### config.mk
export PLATFORM = sky130hd
export DESIGN_NAME = lv1_lv2_arb_param
export DESIGN_NICKNAME = d
export VERILOG_FILES = /design/src/rtl/lv1_lv2_arb_pkg.sv /design/src/rtl/lv1_lv2_prio_pick.sv /design/src/rtl/lv1_lv2_arb_param.sv
export SDC_FILE = /design/constraint.sdc
export NUM_CORES = 1
export LEC_CHECK = 0
export ABC_AREA = 1
export BUFFER_PORTS_ARGS = -buffer_cell sky130_fd_sc_hd__buf_2
export CORE_MARGIN = 3
export CORE_UTILIZATION = 47
export DETAILED_ROUTE_END_ITERATION = 12
export GPL_ROUTABILITY_DRIVEN = 1
export PLACE_DENSITY = 0.76
export RECOVER_POWER = 25
export SYNTH_ARGS = -nofsm -noshare
export SYNTH_HDL_FRONTEND = slang
export SYNTH_SLANG_ARGS = --single-unit
### constraint.sdc
create_clock -name clk -period 1.9 [get_ports clk]
set_clock_uncertainty 0.05 [all_clocks]
set_input_delay 0.19 -clock clk [delete_from_list [all_inputs] [get_ports clk]]
set_output_delay 0.19 -clock clk [all_outputs]
set_load 0.02 [all_outputs]
### src/rtl/lv1_lv2_arb_pkg.sv
// Shared types and defaults for the L1/L2 bus arbiter.
// The proc round-robin option is enabled with LV1_LV2_ARB_ROUND_ROBIN_EN.
package lv1_lv2_arb_pkg;

    localparam int unsigned DefNumCores      = 4;
    localparam int unsigned DefTimeoutCycles = 1024;

    typedef enum logic [1:0] {
        IDLE = 2'b00,
        PROC = 2'b01,
        RESP = 2'b10
    } arb_state_t;

    // $clog2 that never returns a zero width
    function automatic int unsigned clog2_min1(input int unsigned v);
        return (v <= 1) ? 1 : $clog2(v);
    endfunction

endpackage

### src/rtl/lv1_lv2_prio_pick.sv
// Combinational priority picker: first active request at or above base_i,
// wrapping modulo N. Returns a one-hot grant.
module lv1_lv2_prio_pick
    import lv1_lv2_arb_pkg::*;
#(
    parameter int unsigned N    = 4,
    parameter int unsigned IdxW = clog2_min1(N)
) (
    input  logic [N-1:0]    req_i,
    input  logic [IdxW-1:0] base_i,
    output logic [N-1:0]    gnt_o,
    output logic            valid_o
);

    always_comb begin
        int unsigned      k;
        logic [IdxW-1:0]  kidx;
        gnt_o   = '0;
        valid_o = 1'b0;
        k       = 0;
        kidx    = '0;
        for (int unsigned i = 0; i < N; i++) begin
            k = 32'(base_i) + i;
            if (k >= N) begin
                k = k - N;
            end
            kidx = IdxW'(k);
            if (!valid_o && req_i[kidx]) begin
                gnt_o[kidx] = 1'b1;
                valid_o     = 1'b1;
            end
        end
    end

endmodule

### src/rtl/lv1_lv2_arb_param.sv
// L1/L2 bus arbiter: proc tenure with nested snoop/L2 response grants and a
// sticky watchdog. Define LV1_LV2_ARB_ROUND_ROBIN_EN for round-robin proc pick.
module lv1_lv2_arb_param
    import lv1_lv2_arb_pkg::*;
#(
    parameter int unsigned NUM_CORES      = DefNumCores,
    parameter int unsigned TIMEOUT_CYCLES = DefTimeoutCycles
) (
    input  logic                 clk,
    input  logic                 rst_n,
    input  logic [NUM_CORES-1:0] bus_lv1_lv2_req_proc,
    output logic [NUM_CORES-1:0] bus_lv1_lv2_gnt_proc,
    input  logic [NUM_CORES-1:0] bus_lv1_lv2_req_snoop,
    output logic [NUM_CORES-1:0] bus_lv1_lv2_gnt_snoop,
    input  logic                 bus_lv1_lv2_req_lv2,
    output logic                 bus_lv1_lv2_gnt_lv2,
    output logic [1:0]           arb_state,
    output logic                 arb_timeout
);

    localparam int unsigned IdxW = clog2_min1(NUM_CORES);
    localparam int unsigned CntW = clog2_min1(TIMEOUT_CYCLES + 1);
    localparam logic [CntW-1:0] CntMax = CntW'(TIMEOUT_CYCLES);

    arb_state_t           state_q, state_d;
    logic [NUM_CORES-1:0] proc_pg_q, proc_pg_d;
    logic [NUM_CORES-1:0] snoop_pg_q, snoop_pg_d;
    logic                 lv2_pg_q, lv2_pg_d;
    logic [CntW-1:0]      cnt_q, cnt_d;
    logic                 timeout_q, timeout_d;

    logic [NUM_CORES-1:0] proc_pick, snoop_pick;
    logic                 proc_pick_vld, snoop_pick_vld;
    logic [IdxW-1:0]      proc_base;
    logic                 proc_held, resp_held;

`ifdef LV1_LV2_ARB_ROUND_ROBIN_EN
    logic [IdxW-1:0] ptr_q, ptr_d;

    assign proc_base = ptr_q;

    always_comb begin
        ptr_d = ptr_q;
        if (state_q == IDLE && proc_pick_vld) begin
            for (int unsigned i = 0; i < NUM_CORES; i++) begin
                if (proc_pick[i]) begin
                    ptr_d = (i == NUM_CORES - 1) ? '0 : IdxW'(i + 1);
                end
            end
        end
    end

    always_ff @(posedge clk or negedge rst_n) begin
        if (!rst_n) begin
            ptr_q <= '0;
        end else begin
            ptr_q <= ptr_d;
        end
    end
`else
    assign proc_base = '0;
`endif

    lv1_lv2_prio_pick #(
        .N    (NUM_CORES),
        .IdxW (IdxW)
    ) u_proc_pick (
        .req_i   (bus_lv1_lv2_req_proc),
        .base_i  (proc_base),
        .gnt_o   (proc_pick),
        .valid_o (proc_pick_vld)
    );

    // Snoop responses are always fixed priority.
    lv1_lv2_prio_pick #(
        .N    (NUM_CORES),
        .IdxW (IdxW)
    ) u_snoop_pick (
        .req_i   (bus_lv1_lv2_req_snoop),
        .base_i  ('0),
        .gnt_o   (snoop_pick),
        .valid_o (snoop_pick_vld)
    );

    assign proc_held = |(proc_pg_q & bus_lv1_lv2_req_proc);
    assign resp_held = (|(snoop_pg_q & bus_lv1_lv2_req_snoop)) |
                       (lv2_pg_q & bus_lv1_lv2_req_lv2);

    always_comb begin
        state_d    = state_q;
        proc_pg_d  = proc_pg_q;
        snoop_pg_d = snoop_pg_q;
        lv2_pg_d   = lv2_pg_q;
        unique case (state_q)
            IDLE: begin
                proc_pg_d  = '0;
                snoop_pg_d = '0;
                lv2_pg_d   = 1'b0;
                if (proc_pick_vld) begin
                    proc_pg_d = proc_pick;
                    state_d   = PROC;
                end
            end
            PROC: begin
                if (!proc_held) begin
                    proc_pg_d  = '0;
                    snoop_pg_d = '0;
                    lv2_pg_d   = 1'b0;
                    state_d    = IDLE;
                end else if (!(|snoop_pg_q) && !lv2_pg_q) begin
                    if (snoop_pick_vld) begin
                        snoop_pg_d = snoop_pick;
                        state_d    = RESP;
                    end else if (bus_lv1_lv2_req_lv2) begin
                        lv2_pg_d = 1'b1;
                        state_d  = RESP;
                    end
                end
            end
            RESP: begin
                // Proc drop ends the whole tenure, even if the response also drops.
                if (!proc_held) begin
                    proc_pg_d  = '0;
                    snoop_pg_d = '0;
                    lv2_pg_d   = 1'b0;
                    state_d    = IDLE;
                end else if (!resp_held) begin
                    snoop_pg_d = '0;
                    lv2_pg_d   = 1'b0;
                    state_d    = PROC;
                end
            end
            default: begin
                proc_pg_d  = '0;
                snoop_pg_d = '0;
                lv2_pg_d   = 1'b0;
                state_d    = IDLE;
            end
        endcase
    end

    // Watchdog: counts tenure cycles, saturates; a zero limit disables it.
    always_comb begin
        cnt_d     = cnt_q;
        timeout_d = timeout_q;
        if (state_q == IDLE) begin
            cnt_d = '0;
        end else if (cnt_q != CntMax) begin
            cnt_d = cnt_q + CntW'(1);
        end
        if (TIMEOUT_CYCLES != 0 && cnt_d == CntMax) begin
            timeout_d = 1'b1;
        end
    end

    always_ff @(posedge clk or negedge rst_n) begin
        if (!rst_n) begin
            state_q    <= IDLE;
            proc_pg_q  <= '0;
            snoop_pg_q <= '0;
            lv2_pg_q   <= 1'b0;
            cnt_q      <= '0;
            timeout_q  <= 1'b0;
        end else begin
            state_q    <= state_d;
            proc_pg_q  <= proc_pg_d;
            snoop_pg_q <= snoop_pg_d;
            lv2_pg_q   <= lv2_pg_d;
            cnt_q      <= cnt_d;
            timeout_q  <= timeout_d;
        end
    end

    assign bus_lv1_lv2_gnt_proc  = proc_pg_q & bus_lv1_lv2_req_proc;
    assign bus_lv1_lv2_gnt_snoop = snoop_pg_q & bus_lv1_lv2_req_snoop;
    assign bus_lv1_lv2_gnt_lv2   = lv2_pg_q & bus_lv1_lv2_req_lv2;
    assign arb_state             = state_q;
    assign arb_timeout           = timeout_q;

endmodule

==> reports/results.md, run 1 <==
| Stage | Item | Reported |
|:---|:---|:---|
| synth | Count leader, synth | nand2_1 |
| timing | Final Max Slew Viols | 0 |
| synth | Syn Area/Cell | 6.818 sq um |
| layout | Filler cell count in the final layout | 308 |
| worst setup path | Critical path class | flop to flop |
| pwr | Relative contribution of combinational cells to total power | 45.5% |
| timing | Worst-margin pin slew | 1248 ps |
| timing | Min Clock Period, post-route | 1688 ps |
| clock network | Root cell of the clock tree | clkbuf_4 |
| job | Reported max-cap violation count | 0 |
| pwr | Clk network pwr share | 13.6% |
| route | Number of remaining DRC errors | 0 |
| global routing | Total congestion overflow after global routing | 0 |
| synth | Main area contributors after synthesis | dfrtp_1, nand2_1, inv_1 |
| synth | Post-synth top area cell | dfrtp_1 |
| synth | Cell Area, Synth | 1534 sq um |
| timing | Unrepaired setup endpoints after global routing | no |
| synth | Cells after Synth | 225 |
| placement | HPWL after detailed placement | 2.445 mm |
| floorplan | Ports | 23 |
| layout | Growth of design area from synthesis to finish | 12.23% |
| pwr | Internal power of the cells | 914.1 uW |
| layout | Share of cells above drive strength 1 | 15.60% |
| timing | Ratio of final minimum period to clock period | 88.84% |
| route | Total number of vias | 1,364 |
| worst setup path | Data arrival time of the critical path | 1890 ps |
| worst setup path | Startpoint type of the worst setup path | flop |
| run status | Result of the run | completed |
| pwr | Largest voltage drop on the vdd net | 0.6452 mV |
| clock network | CTS tree | done |
| timing | Top achievable clock speed | 592.4 MHz |
| floorplan | Area of the placeable core | 3078 sq um |
| clock network | Quantity of gates resized following cts | 0 |
| route | Antenna Violating Nets Remaining | 0 |
| route | Number of DRC violations after detailed-routing iteration 0 | 65 |
| floorplan | Width of the die | 63.13 um |
| pwr | Leakage component of the power | 0.001085 uW |
| route | Average wire per standard cell | 10.20 um |
| pwr | Net switching power | 701.9 uW |
| floorplan | Die Span Y | 63.13 um |
| synth | Part of the Yosys area used for sequential elements | 37.52% |
| clock network | Number of levels the H-tree was split into | 1 |
| synth | Fraction of synthesized cell area taken by the top area cell type | 37.52% |
| clock network | Clk pin slew, worst setup/hold paths | 120 ps |
| pwr | Power per Cell Area | 938.6 nW/um^2 |
| global routing | Wire length of the first global-routing pass | 5.333 mm |
| global routing | Maximum number of pins on one net before global-route repair | 24 |
| timing | Final Hold Violating Endpoints | 0 |
| clock network | Largest buffer count on any clock path | 2 |
| timing | Sum of negative setup slack | 0 ps |
| synth | Post-Syn Nets | 242 |
| layout | Diode insertion count for antenna repair | 0 |
| synth | Synth unique cells | 26 |
| global routing | All-layer global routing usage | 16.40% |
| placement | Gp weighted congestion | 0.8626 |
| route | Drt first pass iters | 4 |
| pwr | Total chip power | 1616 uW |
| placement | Number of I/O port buffers | 22 |
| global routing | Vias in the first global route | 1,262 |
| worst setup path | Biggest fanout along the worst timing path | 11 |
| timing | Final setup violation count | 0 |
| clock network | Worst skew pair latency | 300 ps |
| synth | Most used flip-flop cell after synthesis | dfrtp_1 |
| synth | Number of flops mapped to enable cells by yosys | 0 |
| floorplan | Die Outline Area | 3985 sq um |
| global routing | Antenna violations before repair | 0 |
| worst setup path | Worst EP required | 2100 ps |
| hold path | Hold Path Class | input pin to flop |
| floorplan | Starting utilization of the core area | 49.84% |
| synth | Commonest cells in the synthesized netlist | nand2_1, inv_1, nor2_1 |
| clock network | Setup Fix Bufs, Post-CTS | 0 |
| synth | Ys Warns | 0 |
| floorplan | FP Rows | 20 |
| synth | Asr flop ratio synth | 100.0% |
| timing | Slew headroom | 16.78% |
| synth | Flop and latch count out of synthesis | 23 |
| clock network | # clock sinks | 23 |
| route | Vias/cell | 4.639 |
| clock network | Number of buffers added to fix hold violations after cts | 1 |
| pwr | Share of total power in sequential cells | 40.9% |
| route | Post-Route WL | 3.000 mm |
| layout | Number of nets in the finished design | 268 |
| clock network | Cts bufs inserted | 3 |
| worst setup path | Nature of the critical path endpoint | flop |
| pwr | Switching share of total power | 43.44% |
[final timing paths]
kind	startpoint	endpoint	slack, ps	depth (start not counted)
setup / recovery	arb_state[1]	arb_timeout	210	8
hold / removal	bus_lv1_lv2_req_proc[1]	proc_pg_q[1]	80	3
setup reg to reg	arb_state[1]	arb_timeout	210	8
hold reg to reg	arb_timeout	arb_timeout	420	2
max in group asynchronous	rst_n	snoop_pg_q[0]	440	2
min in group asynchronous	rst_n	cnt_q[7]	620	2
[layer usage]
| metal | share of wire (%) | vias to the layer above | routed length [um] | GRT usage (%) |
|---|---|---|---|---|
| li1 | - | 733 | - | - |
| met1 | 49 | 610 | 1467 | 22.46 |
| met2 | 48 | 17 | 1433 | 26.48 |
| met3 | 2.2 | 4 | 66 | 1.604 |
| met4 | 1.1 | 0 | 32 | 6.612 |
| met5 | 0 | - | 0 | 0 |
[final cells by class]
cell class / count / area (sq um) / share of cell area [%]
Clock buffer: 4 / 26.28 / 1.526
Inverter: 43 / 161.4 / 9.375
Multi-Input combinational cell: 157 / 784.5 / 45.57
Sequential cell: 23 / 575.6 / 33.43
Tap cell: 44 / 55.05 / 3.198
Timing Repair Buffer: 23 / 118.9 / 6.904
[stage by stage]
stage / utilization, % / hold WS, ps / setup WS, ps / instances / area [sq um]
floorplan: - / -155.6 / 302.2 / 225 / 1534
global placement: 54.80 / 138.5 / 296.2 / 289 / 1687
detailed placement: 54.80 / 140.6 / 220.3 / 289 / 1687
CTS: 55.98 / 77.47 / 194.4 / 294 / 1723
global route: 55.94 / 89.63 / 12.86 / 294 / 1722
finish: 55.94 / 84.77 / 212.1 / 294 / 1722
[state kept, by name (all words and copies together), names as in the netlist]
| name | count |
|---|---|
| arb_state | 2 |
| cnt_q | 11 |
| arb_timeout | 1 |
| lv2_pg_q | 1 |
| proc_pg_q | 4 |
| snoop_pg_q | 4 |
[power groups by stage]
stage,Combinational (uW),Sequential [uW],Clock [uW]
after floorplan,568,678,0
after global placement,723,667,0
after detailed placement,740,672,0
after CTS,746,662,229
after global routing,845,675,256
final,735,661,220
[layout by cell type (no fill, tap or decap), types with 3 or more instances in the layout]
cell | netlist | routed
nand2_1 | 72 | 72
inv_1 | 40 | 40
nor2_1 | 25 | 25
dfrtp_1 | 23 | 23
buf_2 | 0 | 21
nand3_1 | 20 | 20
ha_1 | 6 | 6
a21oi_1 | 5 | 5
nand2_2 | 4 | 4
nor2_2 | 4 | 4
nand4_1 | 4 | 4
nor3_1 | 3 | 3
inv_2 | 3 | 3
clkbuf_4 | 0 | 3
[cells by family (layout without fill, tap and decap cells)]
kind of cell	after synthesis	count (layout)	synth area share [%]
and+or+nand+nor	138	138	40.29
DFF	23	23	37.52
adders and majority gates	6	6	4.894
AOI/OAI and AO/OA	11	11	4.812
buffers and inverters	45	70	11.34
xor gates and xnor gates	2	2	1.142
[worst max-delay path: stages, from the launching register on]
cell	delay (ps)
dfrtp_1	450
inv_1	100
ha_1	310
inv_1	250
nand2_1	150
o21ai_0	90
nor2_1	110
nand3_1	80
nand2_1	60
No activity file was read; power rests on OpenSTA's default activity.
==> inputs of run 2 (changes only) <==
--- a/config.mk
+++ b/config.mk
@@ -7,6 +7,7 @@
 export LEC_CHECK = 0
 export ABC_AREA = 1
 export BUFFER_PORTS_ARGS = -buffer_cell sky130_fd_sc_hd__buf_2
+export CORE_ASPECT_RATIO = 0.9
 export CORE_MARGIN = 3
 export CORE_UTILIZATION = 47
 export DETAILED_ROUTE_END_ITERATION = 12
==> reports/results.md, run 2 (synthesized netlist as in run 1, its figures left out) <==
| Stage | Item | Reported | vs previous |
|:---|:---|:---|:---|
| global routing | Most Used Layer, Global Route | met2 |  |
| placement | Gp weighted congestion | 0.8484 | -1.6% |
| worst setup path | CP max stage cell | dfrtp_1 |  |
| global routing | All-layer global routing usage | 16.73% | +0.34 points |
| timing | Unrepaired setup endpoints after global routing | no |  |
| worst setup path | Critical path class | flop to flop |  |
| clock network | Clk pin slew, worst setup/hold paths | 120 ps | about the same |
| worst setup path | Nature of the critical path endpoint | flop |  |
| timing | Final Max Slew Viols | 0 | unchanged |
| worst setup path | Cells traversed along the worst timing path | inv_1, ha_1, inv_1, nand3_1, nand2_1, nor2_1, nand3_1, nand2_1 |  |
| global routing | Vias in the first global route | 1,215 | -3.7% |
| global routing | Wire length of the first global-routing pass | 5.161 mm | -3.2% |
| timing | Sum of negative setup slack | 0 ps | unchanged |
| route | Number of remaining DRC errors | 0 | unchanged |
| worst setup path | Buf/Inv on CP | 2 | unchanged |
| route | Post-Route WL | 3.019 mm | +0.63% |
| worst setup path | Number of stages on the worst setup path | 8 | unchanged |
| layout | Storage element area | 575.6 sq um | unchanged |
| floorplan | Ports | 23 | unchanged |
| worst setup path | Maximum cell stage delay along the critical path | 440 ps | about the same |
| clock network | Worst skew pair latency | 310 ps | about the same |
| layout | Number of nets in the finished design | 268 | unchanged |
| timing | Slew headroom | 18.36% | +1.6 points |
| timing | Final setup violation count | 0 | unchanged |
| timing | Post-route worst hold slack | 99.15 ps | +14.38 ps |
| worst setup path | Slack of the worst reg-to-reg path | 210 ps | about the same |
| layout | Diode insertion count for antenna repair | 0 | unchanged |
| worst setup path | Biggest fanout along the worst timing path | 11 | unchanged |
| hold path | Depth of the worst hold-timing path | 3 | unchanged |
| global routing | Maximum number of pins on one net before global-route repair | 24 | unchanged |
| job | Reported max-cap violation count | 0 | unchanged |
| pwr | Largest voltage drop on the vdd net | 0.6274 mV | -2.8% |
| floorplan | Width of the die | 66.22 um | +4.9% |
| hold path | Hold Path Sink | proc_pg_q[2] |  |
| clock network | # clock sinks | 23 | unchanged |
| global routing | Met2 capacity usage during global routing | 27.72% | +1.2 points |
| clock network | CTS tree | done |  |
| placement | Placed cell area | 1684 sq um | -0.15% |
| floorplan | Area of the placeable core | 3090 sq um | +0.41% |
| global routing | Total congestion overflow after global routing | 0 | unchanged |
| route | Total number of vias | 1,375 | +0.81% |
| layout | Area of the multi-input gates | 784.5 sq um | unchanged |
| layout | Most common library cell in the layout ignoring fill and taps | nand2_1 |  |
| worst setup path | CP delay by family, top | flip-flops |  |
| clock network | Cts bufs inserted | 3 | unchanged |
| worst setup path | Capture point of the worst reg-to-reg path | arb_timeout |  |
| layout | Top register by number of flip-flops | cnt_q |  |
| layout | Registers with the most flip-flops | cnt_q x11, proc_pg_q x4, snoop_pg_q x4 |  |
| route | Vias/cell | 4.709 | +1.5% |
| layout | Share of cells above drive strength 1 | 15.60% | unchanged |
| pwr | Leakage component of the power | 0.001085 uW | unchanged |
| worst setup path | Reg2reg path depth | 8 | unchanged |
| floorplan | Starting utilization of the core area | 49.64% | -0.20 points |
| floorplan | Die Outline Area | 3986 sq um | about the same |
| global routing | Antenna violations before repair | 0 | unchanged |
| route | Average wire per standard cell | 10.34 um | +1.3% |
| layout | Final design utilization | 55.63% | -0.31 points |
| clock network | Largest buffer count on any clock path | 2 | unchanged |
| layout | Leading cell types in the layout, fill and taps excluded | nand2_1, inv_1, nor2_1 |  |
| clock network | Root cell of the clock tree | clkbuf_4 |  |
| pwr | Power per Cell Area | 939.6 nW/um^2 | +0.10% |
| worst setup path | RR Startpoint | arb_state[0] |  |
| placement | Number of I/O port buffers | 22 | unchanged |
| timing | Final Hold Violating Endpoints | 0 | unchanged |
| timing | Worst-margin pin slew | 1225 ps | -23.74 ps |
| placement | HPWL after detailed placement | 2.431 mm | -0.56% |
| route | Drt first pass iters | 4 | unchanged |
| timing | Ratio of final minimum period to clock period | 89.07% | +0.23 points |
| run status | Result of the run | completed |  |
| hold path | Hold Path Class | input pin to flop |  |
| worst setup path | Worst EP required | 2060 ps | -40 ps |
| global routing | GR Layer Usage met1 | 22.67% | +0.21 points |
| floorplan | FP Rows | 19 | -5.0% |
| route | Number of DRC violations after detailed-routing iteration 0 | 93 | +43% |
| layout | Growth of design area from synthesis to finish | 12.07% |  |
| layout | Filler cell count in the final layout | 311 | +0.97% |
| clock network | Setup Fix Bufs, Post-CTS | 0 | unchanged |
| worst setup path | Data arrival time of the critical path | 1860 ps | -30 ps |
| clock network | Number of levels the H-tree was split into | 1 | unchanged |
| worst setup path | Startpoint type of the worst setup path | flop |  |
| route | Antenna Violating Nets Remaining | 0 | unchanged |
| hold path | Worst hold start | bus_lv1_lv2_req_proc[2] |  |
| timing | Min Clock Period, post-route | 1692 ps | +4.445 ps |
| global routing | GR met3 Demand/Resource | 1.692% | +0.087 points |
| floorplan | Die Span Y | 60.20 um | -4.6% |
| layout | Flip-flop count of the largest register after layout | 11 | unchanged |
| layout | Finished Cell Area | 1719 sq um | -0.15% |
| timing | Top achievable clock speed | 590.9 MHz | -0.26% |
-- run 2: how the worst max path moves through the flow --
stage            startpoint           to
4_1_cts        arb_state[0]  arb_timeout
3_3_place_gp   arb_state[1]  arb_timeout
2_1_floorplan  arb_state[0]  arb_timeout
5_1_grt        arb_state[0]  arb_timeout
3_5_place_dp   arb_state[0]  arb_timeout
6_report       arb_state[0]  arb_timeout
-- run 2: stage by stage --
step / cells / power, uW / setup slack, ps
finish: 292 / 1615 / 207.6
global route: 292 / 1763 / 82.25
CTS: 292 / 1637 / 193.2
detailed placement: 287 / 1407 / 218.1
global placement: 287 / 1389 / 293.5
floorplan: 225 / 1245 / 302.2
-- run 2: metal layers --
metal  routed length [um]  vias up  part of all wire [%]
met5                    0        -                     0
met2                 1392       25                    46
met4                   48        0                   1.6
li1                     -      739                     -
met1                 1461      606                    48
met3                  117        5                   3.9
-- run 2: worst reg2reg max path: cells and delay by family, from the launching register on --
kind                       cells  cell delay (ps)
DFF                            1              440
and+or+nand+nor                5              420
buffers and inverters          2              400
adders and majority gates      1              290
-- run 2: area by class of cell --
type	instances	area share, %
multi-input cells	157	45.63
flip-flops and latches	23	33.48
inverters	43	9.389
repair buffers	23	6.914
well taps	42	3.057
clock buffers	4	1.528
-- run 2: power breakdown --
group	leakage (uW)	total (uW)	switching [uW]	internal, uW
Combinational	0.000757	733	475	257
Sequential	0.000313	663	87.2	575
Clock	0.0000150	220	138	82.0
-- run 2: timing repair --
| action | 4_1_cts | 5_1_grt |
|---|---|---|
| hold buffers | 1 | 0 |
| hold endpoints to repair | 23 | 0 |
| gates resized for setup | 0 | 0 |
==> inputs of run 3 (changes only) <==
--- a/config.mk
+++ b/config.mk
@@ -5,7 +5,6 @@
 export SDC_FILE = /design/constraint.sdc
 export NUM_CORES = 1
 export LEC_CHECK = 0
-export ABC_AREA = 1
 export BUFFER_PORTS_ARGS = -buffer_cell sky130_fd_sc_hd__buf_2
 export CORE_ASPECT_RATIO = 0.9
 export CORE_MARGIN = 3
==> reports/results.md, run 3 <==
| Stage | Item | Reported | vs previous |
|:---|:---|:---|:---|
| worst setup path | Data arrival time of the critical path | 1990 ps | +130 ps |
| run status | Result of the run | completed |  |
| clock network | CTS tree | done |  |
| pwr | Power per Cell Area | 993.8 nW/um^2 | +5.8% |
| synth | Cells after Synth | 157 | -30% |
| worst setup path | Slack of the worst reg-to-reg path | 60 ps | -140 ps |
| global routing | Antenna violations before repair | 0 | unchanged |
| worst setup path | Cells traversed along the worst timing path | a22o_1, or3_4, and2_4, a21oi_2, mux2_1 |  |
| synth | Most used flip-flop cell after synthesis | dfrtp_1 |  |
| synth | Count leader, synth | dfrtp_1 |  |
| worst setup path | Nature of the critical path endpoint | flop |  |
| hold path | Depth of the worst hold-timing path | 3 | unchanged |
| clock network | Clk pin slew, worst setup/hold paths | 120 ps | about the same |
| layout | Number of nets in the finished design | 210 | -22% |
| worst setup path | Startpoint type of the worst setup path | flop |  |
| global routing | All-layer global routing usage | 19.05% | +2.3 points |
| global routing | Wire length of the first global-routing pass | 5.733 mm | +11% |
| worst setup path | Critical path class | flop to flop |  |
| synth | Number of flops mapped to enable cells by yosys | 0 | unchanged |
| worst setup path | RR Startpoint | proc_pg_q[2] |  |
| global routing | Total congestion overflow after global routing | 0 | unchanged |
| layout | Diode insertion count for antenna repair | 0 | unchanged |
| timing | Sum of negative setup slack | 0 ps | unchanged |
| layout | Registers with the most flip-flops | cnt_q x11, proc_pg_q x4, snoop_pg_q x4 |  |
| placement | Placed cell area | 1680 sq um | -0.22% |
| global routing | Vias in the first global route | 1,297 | +6.7% |
| synth | Part of the Yosys area used for sequential elements | 39.18% | +1.7 points |
| route | Vias/cell | 5.634 | +20% |
| synth | Fraction of synthesized cell area taken by the top area cell type | 39.18% | +1.7 points |
| synth | Cell Area, Synth | 1469 sq um | -4.2% |
| clock network | # clock sinks | 23 | unchanged |
| synth | Syn Area/Cell | 9.356 sq um | +37% |
| floorplan | Die Outline Area | 3833 sq um | -3.8% |
| timing | Min Clock Period, post-route | 1835 ps | +142.9 ps |
| clock network | Largest buffer count on any clock path | 2 | unchanged |
| synth | Post-Syn Nets | 174 | -28% |
| layout | Flip-flop count of the largest register after layout | 11 | unchanged |
| placement | Placement-stage worst setup slack | -34.84 ps | -253.0 ps |
| floorplan | Starting utilization of the core area | 51.36% | +1.7 points |
| worst setup path | Biggest fanout along the worst timing path | 3 | -8 |
| clock network | Number of levels the H-tree was split into | 1 | unchanged |
| job | Reported max-cap violation count | 0 | unchanged |
| timing | Worst-margin pin slew | 1241 ps | +16.34 ps |
| pwr | Largest voltage drop on the vdd net | 0.5216 mV | -17% |
| synth | Post-synth top area cell | dfrtp_1 |  |
| route | Total number of vias | 1,307 | -4.9% |
| worst setup path | CP max stage cell | dfrtp_1 |  |
| timing | Final Hold Violating Endpoints | 0 | unchanged |
| layout | Finished Cell Area | 1794 sq um | +4.4% |
| layout | Final design utilization | 62.73% | +7.1 points |
| clock network | Worst skew pair latency | 310 ps | about the same |
| placement | HPWL after detailed placement | 2.517 mm | +3.5% |
| synth | Flop and latch count out of synthesis | 23 | unchanged |
| route | Drt first pass iters | 4 | unchanged |
| clock network | Cts bufs inserted | 3 | unchanged |
| route | Antenna Violating Nets Remaining | 0 | unchanged |
| worst setup path | End point of the critical path | arb_state[0] |  |
| pwr | Leakage component of the power | 0.0008425 uW | -22% |
| floorplan | Ports | 23 | unchanged |
| timing | Setup ws final | 64.77 ps | -142.9 ps |
| layout | Leading cell types in the layout, fill and taps excluded | dfrtp_1, buf_2, nand3_1 |  |
| floorplan | Area of the placeable core | 2860 sq um | -7.4% |
| synth | Main area contributors after synthesis | dfrtp_1, ha_1, nand3_1 |  |
| timing | Slew headroom | 17.27% | -1.1 points |
| worst setup path | Worst EP required | 2060 ps | about the same |
| timing | Final Max Slew Viols | 0 | unchanged |
| worst setup path | CP delay by family, top | simple AND/OR/NAND/NOR gates |  |
| global routing | Maximum number of pins on one net before global-route repair | 24 | unchanged |
| synth | Commonest cells in the synthesized netlist | dfrtp_1, nand3_1, nor2_1 |  |
| hold path | Hold Path Class | input pin to flop |  |
| placement | Number of I/O port buffers | 22 | unchanged |
| synth | Synth unique cells | 51 | +96% |
| synth | Asr flop ratio synth | 100.0% | unchanged |
| layout | Top register by number of flip-flops | cnt_q |  |
| worst setup path | Buf/Inv on CP | 0 | -2 |
| floorplan | Die Span Y | 59.04 um | -1.9% |
| worst setup path | Maximum cell stage delay along the critical path | 420 ps | -20 ps |
| synth | Ys Warns | 0 | unchanged |
| layout | Most common library cell in the layout ignoring fill and taps | dfrtp_1 |  |
| route | Average wire per standard cell | 14.94 um | +44% |
| timing | Ratio of final minimum period to clock period | 96.59% | +7.5 points |
| route | Number of DRC violations after detailed-routing iteration 0 | 77 | -17% |
| route | Number of remaining DRC errors | 0 | unchanged |
| timing | Final setup violation count | 0 | unchanged |
| floorplan | FP Rows | 18 | -1 |
| pwr | Total chip power | 1783 uW | +10% |
| worst setup path | Reg2reg path depth | 5 | -3 |
| worst setup path | Number of stages on the worst setup path | 5 | -3 |
| worst setup path | Worst setup path startpoint | proc_pg_q[2] |  |
| route | Post-Route WL | 3.466 mm | +15% |
| layout | Growth of design area from synthesis to finish | 22.15% |  |
| placement | Gp weighted congestion | 0.9470 | +12% |
| floorplan | Width of the die | 64.93 um | -1.9% |
| worst setup path | Capture point of the worst reg-to-reg path | arb_state[0] |  |
| timing | Top achievable clock speed | 544.9 MHz | -7.8% |
| clock network | Root cell of the clock tree | clkbuf_4 |  |
| layout | Share of cells above drive strength 1 | 34.38% | +19 points |
## run 3: what timing repair did
action,CTS,global route
pin swaps,0,1
setup endpoints to repair,1,5
setup buffers,0,2
hold buffers,1,0
endpoints found under the hold margin,23,0
resized for setup,2,14
## run 3: layout make-up
class                   count  area (sq um)
multi-input cells         123         902.1
repair buffers             35         212.7
well taps                  40         50.05
inverters                   7         26.28
flip-flops and latches     23         576.8
clock buffers               4         26.28
fillers                   252          1066
## run 3: logic make-up after synthesis
group | Yosys count | synth area share (%)
adder cells (fa/ha/maj) | 6 | 5.111
multiplexers | 3 | 2.811
AO/OA/AOI/OAI | 27 | 12.95
AND/OR/NAND/NOR | 80 | 32.37
buffers and inverters | 11 | 3.407
XOR/XNOR | 7 | 4.174
flip-flops | 23 | 39.18
## run 3: worst register-to-register path: stages, from the launching register on
cell and delay [ps]:
dfrtp_1 420, a22o_1 260, or3_4 350, and2_4 180, a21oi_2 130, mux2_1 330
## run 3: how the worst min path moves through the flow
stage / endpoint / slack, ps / startpoint
3_3_place_gp: cnt_q[0] / 150 / rst_n
4_1_cts: proc_pg_q[3] / 80 / bus_lv1_lv2_req_proc[3]
6_report: proc_pg_q[3] / 80 / bus_lv1_lv2_req_proc[3]
5_1_grt: proc_pg_q[3] / 100 / bus_lv1_lv2_req_proc[3]
3_5_place_dp: cnt_q[0] / 150 / rst_n
2_1_floorplan: arb_state[0] / -160 / rst_n
## run 3: metal layers
layer	track usage [%]	up-vias	wire length (um)
li1	-	640	-
met1	25.06	625	1626
met2	32.80	38	1650
met3	4.175	4	153
met4	3.313	0	36
met5	0	-	0
## run 3: stage by stage
step / hold WS [ps] / instances
CTS: 77.62 / 230
floorplan: -155.6 / 157
global placement: 146.2 / 225
finish: 75.01 / 232
global route: 101.4 / 232
detailed placement: 146.6 / 225
## run 3: power by group
part	total [uW]	switching [uW]	internal [uW]
registers	641	77.0	564
clock network	227	145	82.0
logic	915	511	404
total	1780	733	1050
